**src/rtl/rr_mux_4_1.sv**
```systemverilog
// Four-lane round-robin multiplexer with a single registered output slot.
// Lanes use valid/ready handshakes; the output stage can be refilled in the same cycle it drains.
module rr_mux_4_1 #(
    parameter int W = 4
) (
    input  logic         clk,
    input  logic         rst,
    input  logic [W-1:0] d0,
    input  logic [W-1:0] d1,
    input  logic [W-1:0] d2,
    input  logic [W-1:0] d3,
    input  logic [3:0]   vld,
    output logic [3:0]   rdy,
    output logic [W-1:0] y,
    output logic         y_vld,
    input  logic         y_rdy,
    output logic [1:0]   sel
);

    logic [W-1:0] r_y;
    logic [1:0]   r_sel;
    logic         r_y_vld;
    logic [1:0]   r_ptr;

    logic         w_load;
    logic [1:0]   w_gnt;
    logic [W-1:0] w_data;

    // First valid lane found when searching upward from ptr, wrapping mod 4.
    function automatic logic [1:0] rr_pick(input logic [3:0] v, input logic [1:0] p);
        logic [1:0] idx;
        logic       found;
        rr_pick = p;
        found   = 1'b0;
        for (int k = 0; k < 4; k++) begin
            idx = p + k[1:0];
            if (!found && v[idx]) begin
                rr_pick = idx;
                found   = 1'b1;
            end
        end
    endfunction

    assign w_gnt  = rr_pick(vld, r_ptr);
    assign w_load = !rst && (!r_y_vld || y_rdy) && (vld != 4'b0000);

    always_comb begin
        rdy = 4'b0000;
        if (w_load) begin
            rdy = 4'b0001 << w_gnt;
        end
    end

    always_comb begin
        w_data = d0;
        case (w_gnt)
            2'd0:    w_data = d0;
            2'd1:    w_data = d1;
            2'd2:    w_data = d2;
            default: w_data = d3;
        endcase
    end

    always_ff @(posedge clk) begin
        if (rst) begin
            r_y     <= '0;
            r_sel   <= 2'd0;
            r_y_vld <= 1'b0;
            r_ptr   <= 2'd0;
        end else if (w_load) begin
            r_y     <= w_data;
            r_sel   <= w_gnt;
            r_y_vld <= 1'b1;
            r_ptr   <= w_gnt + 2'd1;
        end else if (r_y_vld && y_rdy) begin
            // Drain without refill: data and index stay put for observation.
            r_y_vld <= 1'b0;
        end
    end

    assign y     = r_y;
    assign y_vld = r_y_vld;
    assign sel   = r_sel;

endmodule

```
**config.mk**
```make
export PLATFORM = sky130hd
export DESIGN_NAME = rr_mux_4_1
export DESIGN_NICKNAME = d
export VERILOG_FILES = /design/src/rtl/rr_mux_4_1.sv
export SDC_FILE = /design/constraint.sdc
export NUM_CORES = 1
export LEC_CHECK = 0
export CORE_MARGIN = 3
export CORE_UTILIZATION = 37
export DETAILED_ROUTE_END_ITERATION = 10
export MAX_ROUTING_LAYER = met4
export PLACE_DENSITY = 0.78
export SETUP_SLACK_MARGIN = 0.1
export SLEW_MARGIN = 25
export SYNTH_ARGS = -nofsm -noshare
export SYNTH_HDL_FRONTEND = slang
export SYNTH_SLANG_ARGS = --single-unit
export TNS_END_PERCENT = 10
```
**constraint.sdc**
```tcl
create_clock -name clk -period 2.6 [get_ports clk]
set_input_delay 0.52 -clock clk [delete_from_list [all_inputs] [get_ports clk]]
set_output_delay 0.52 -clock clk [all_outputs]
set_load 0.05 [all_outputs]
```
# Word-level counts from Yosys, hierarchy flattened
# Cells that the tools add are included.
dict set report op_classes {
  add_sub_neg 4
  magnitude_cmp 4
  n_eq_ne 2
  shifts 1
  mux 18
  n_reduce_logical 15
}
# cell count
set op_table {}
lappend op_table {{less-than comparator 2 x 3 -> 1 bit, second input constant} 4}
lappend op_table {{one-hot mux 4 bit (3 select lines)} 1}
lappend op_table {{2-to-1 mux 1 bit} 9}
lappend op_table {{binary-select mux 1 bit (select 2 bit)} 4}
lappend op_table {{logical AND 1 bit} 6}
lappend op_table {{2-to-1 mux 2 bit} 3}
lappend op_table {{zero test 1 bit} 5}
lappend op_table {{adder 2 x 1 -> 2 bit, second input constant} 2}
lappend op_table {{adder 2 bit, second input constant} 2}
lappend op_table {{2-to-1 mux 4 bit} 1}
lappend op_table {{nonzero test 4 bit} 1}
lappend op_table {{left shift 1 x 2 -> 4 bit, first input constant} 1}
lappend op_table {{== test 2 x 1 -> 1 bit, second input constant} 1}
lappend op_table {{== test 2 bit, second input constant} 1}
lappend op_table {{zero test 2 bit} 1}
lappend op_table {{nonzero test 2 bit} 1}
lappend op_table {{logical OR 1 bit} 1}
dict set report totals {
  register_bits 9
  input_bits 23
  out_inout_bits 11
  elab_cells 48
}

# Longest topological paths before layout
dict set report depth {
  word_depth 14
  ltp_mapped 9
  depth_no_buf 9
}

# Worst setup path after synthesis
# OpenSTA, ideal clock, no wires.
dict set report synth_path {
  path_type {input to output}
  start {input port vld[0]}
  end {output port rdy[1]}
  arrival_time_ns 1.746
  required_ns 2.080
  setup_slack_ns 0.334
  stages 6
  n_path_buf 0
  cell_sequence {nor2b_1 > o21ai_0 > o211ai_1 > inv_1 > ha_1 > and2_1}
}
dict set report synth_between {
  elab_chain_len 14
  word_cells_on_any_way 24
  classes_between {shift: 1; mux: 15; reduce/logical: 8}
}
# element line_no
set synth_lines {}
lappend synth_lines {{start, declared} 12} ;# input logic [3:0] vld,
lappend synth_lines {{binary-select mux 1 bit (select 2 bit)} 37} ;# if (!found && v[idx]) begin
lappend synth_lines {{2-to-1 mux 1 bit (implied by the code)} 37}
lappend synth_lines {{2-to-1 mux 1 bit} 37}
lappend synth_lines {{zero test 1 bit} 37}
lappend synth_lines {{logical AND 1 bit} 37}
lappend synth_lines {{2-to-1 mux 1 bit} 37}
lappend synth_lines {{zero test 1 bit} 37}
lappend synth_lines {{logical AND 1 bit} 37}
lappend synth_lines {{2-to-1 mux 1 bit} 37}
lappend synth_lines {{zero test 1 bit} 37}
lappend synth_lines {{logical AND 1 bit} 37}
lappend synth_lines {{2-to-1 mux 2 bit *} 37}
lappend synth_lines {{via w_gnt[0]} 26} ;# logic [1:0] w_gnt;
lappend synth_lines {{left shift 1 x 2 -> 4 bit *} 50} ;# rdy = 4'b0001 << w_gnt;
lappend synth_lines {{2-to-1 mux 4 bit *} 49} ;# if (w_load) begin
lappend synth_lines {{end, declared} 13} ;# output logic [3:0] rdy,
# Mark *: on every way through the listed nets, which the timed path passes. The rest lies on a longest branch. The select of a mux whose other input is x is not followed.

# Final worst setup path
dict set report layout_path {
  start {input port vld[2]}
  end {output port rdy[0]}
}
dict set report layout_between {
  elab_chain_len 14
  word_cells_on_any_way 24
  classes_between {shift: 1; mux: 15; reduce/logical: 8}
}
# element line_no
set layout_lines {}
lappend layout_lines {{binary-select mux 1 bit (select 2 bit)} 37}
lappend layout_lines {{2-to-1 mux 1 bit (implied by the code)} 37}
lappend layout_lines {{2-to-1 mux 1 bit} 37}
lappend layout_lines {{zero test 1 bit} 37}
lappend layout_lines {{logical AND 1 bit} 37}
lappend layout_lines {{2-to-1 mux 1 bit} 37}
lappend layout_lines {{zero test 1 bit} 37}
lappend layout_lines {{logical AND 1 bit} 37}
lappend layout_lines {{2-to-1 mux 1 bit} 37}
lappend layout_lines {{zero test 1 bit} 37}
lappend layout_lines {{logical AND 1 bit} 37}
lappend layout_lines {{2-to-1 mux 2 bit} 37}
lappend layout_lines {{left shift 1 x 2 -> 4 bit} 50}
lappend layout_lines {{2-to-1 mux 4 bit *} 49}
# Every way passes the cells marked *; elsewhere a longest branch is shown, timed or not. The select of a mux whose other input is x is not followed.

==> results.ini <==
[synth]
synth_enable_flop_cells = 0
synth_ff_type = dfxtp_1
syn_inst = 73
synth_area_leaders = dfxtp_1 (30%), ha_1 (10%), nand3b_1 (7.5%), a222oi_1 (6.7%), o21ai_0 (5.8%)
yosys_warnings = 0
ys_top_cells_by_count = dfxtp_1 (9), o21ai_0 (7), nand2_1 (6), nand3b_1 (6), o21ai_1 (6)
compound_gate_portion_of_the_synthesized_area_pct = 25.8
async_flop_share_pct = 0
synth_seq_cells = 9
synth-simple-area-share_pct = 28.9
combinational_family_with_the_most_area_after_synthesis = simple AND/OR/NAND/NOR gates
post_synth.cell_area_avg_um2 = 8.24
synth_area_um2 = 602
synth_top_cell_area_share_pct = 29.9
ys_seq_area_share_pct = 29.9
xor_and_xnor_fraction_of_the_mapped_netlist_area_pct = 0
synthesis.nets = 101
yosysTopAreaCell = dfxtp_1
synth_cell_type_count = 23
yosys-mux-area-fraction_pct = 0
synth-adder-area-share_pct = 10.4
synth.most_common_cell = dfxtp_1

[final_layout]
antenna_cells_inserted = 0
final_core_utilization_pct = 78.3
layoutNonFillerInstCount = 139
final_layout_size_suffix_gt1_share_pct = 25.0
signed_area_change_from_the_synthesized_netlist_to_the_final_layout_pct = 84.2
design.final.nets = 153
stdcell_area_um2 = 1110

[placement]
placed_area_um2 = 1060
hpwlAfterDp_mm = 1.38
routabilityCongestion = 0.766
place.detailed.instances = 133
placement.io_buffers = 33
placement.setup.worst_slack_ps = -177

[clock_tree]
worst_skew_pair.late_latency_ps = 250
cts.sinks = 9
cts_inserted_buffers = 3
clkSlewWorstSetupHoldPaths_ps = 60
cts_tree = done
cts-root-buf = clkbuf_4
cts-htree-levels = 1
ctsLongestPathBuffers = 2

[floorplan]
top_level_ports = 34
die_area_um2 = 2150
rows = 13
die-width_um = 46.3
floorplan.initialDensity_pct = 42.5
chipHeight_um = 46.3
floorplan.core_area_um2 = 1420

[timing]
fin_hold_ws_ps = 481
timing.final.max_slew_violations = 0
finalSetupViolCount = 0
max_slew_margin_pct = 66.9
tightest_slew_ps = 494
finalHoldViolations = 0
grt_setup_unrepaired = false
period_minus_slack_ps = 2450
maxClockFrequency_mhz = 408
period_share_pct = 94.3
final.setup_skew_ps = 1.98
setup_slack_ps = 149
finalSetupTns_ps = 0

[global_route]
first_pass_grt_wire_length_mm = 3.04
grt_max_degree = 15
overflow = 0
grt_pass1_vias = 711
global_route.usage.total_pct = 19.5
antenna_found_initial = 0

[power_and_ir_drop]
fin_total_pwr_mw = 0.666
vdd_ir_drop_max_uv = 315
leakagePower_nw = 0.484
power_density_nw_per_um2 = 601

[setup_path]
timing.setup.critical_path_class = in2out
crit_path_max_fanout = 4
regToRegSetupSlack_ps = 490
end_kind = primary output
timing.critical_path.required_ps = 2080
crit_chain = dlygate4sd2_1, nor2b_1, o21ai_1, o211ai_1, buf_4, ha_1, and2_1, buf_12
crit_path_start_kind = primary input
crit_path_top_delay_cell = dlygate4sd2_1
critPathArrivalTime_ps = 1930
slowest_delay_ps = 280
worstSetupStartpoint = vld[2]
crit-reg2reg-launch = r_ptr[1]

[routing]
drtPass1Iterations = 4
wirelength_mm = 1.75
drt.antenna.violating_nets = 0
wl_per_cell_um = 12.6
drt-vias-per-instance = 5.10
vias = 709
drt_iter0_markers = 11
drcViolationCount = 0

[worst_hold_path]
hp-class = reg2reg
hold_start = y[1]

[outcome]
outcome = finished, final reports clean

[flow_run]
maxCapViolations = 0

==> report_power, final <==
group / total [mW] / switching [mW] / leakage, nW / internal [mW]
Sequential: 0.183 / 0.0187 / 0.0748 / 0.164
Combinational: 0.379 / 0.203 / 0.394 / 0.176
Clock: 0.105 / 0.0460 / 0.0150 / 0.0590
==> area by class of cell <==
type,count,area [µm²]
repair buffers,49,453
multi-input cells,58,415
fillers,103,307
flip-flops and latches,9,180
clock buffers,4,26.3
well taps,15,18.8
inverters,4,15.0
==> sequential cells by signal (all words and copies together), names as in the netlist <==
signal	count
r_ptr	2
sel	2
y_vld	1
y	4
==> worst max-delay path, delay by kind of cell <==
family	cells	cell delay, ps
AOI/OAI and AO/OA	2	270
buffers and inverters	3	610
and+or+nand+nor	2	320
adders and majority gates	1	210
==> routing by layer <==
metal	vias to the layer above	global-route usage [%]	routed length [µm]	share of wire [%]
met2	24	33.0	863	49
met1	317	25.6	803	46
met3	0	1.17	80	4.6
met4	0	3.41	0	0
li1	368	-	-	-
met5	-	-	0	0
==> path summary, 6_finish.rpt <==
kind	to	cells after the start
setup / recovery	rdy[0]	8
hold / removal	y[1]	2
hold reg to reg	y[1]	2
setup reg to reg	y[0]	10
==> placed cells by master, fill, tap and decap left out, drive strengths merged <==
cell	n
nor3b	1
a222oi	4
inv	4
a21oi	4
o211ai	1
clkdlybuf4s50	25
o21a	1
and2	4
clkbuf	6
buf	20
nor2b	5
dlygate4sd2	2
nand2b	1
o22ai	1
nor3	1
nand2	6
dfxtp	9
o21ai	13
nor2	2
o22a	1
nand3b	6
ha	5
nor4	1
or3	1
==> kinds of logic after synthesis <==
kind of cell    Yosys count
compound gates           25
simple gates             28
fa+ha+maj                 5
flops                     9
buf+inv                   6
==> timing repair <==
item | in CTS | in global routing
pin swaps | 1 | 2
setup endpoints to repair | 6 | 4
gates resized for setup | 8 | 7
hold buffers | 0 | 0
setup buffers | 1 | 1
Note: power is estimated with default switching activity, not from simulation.
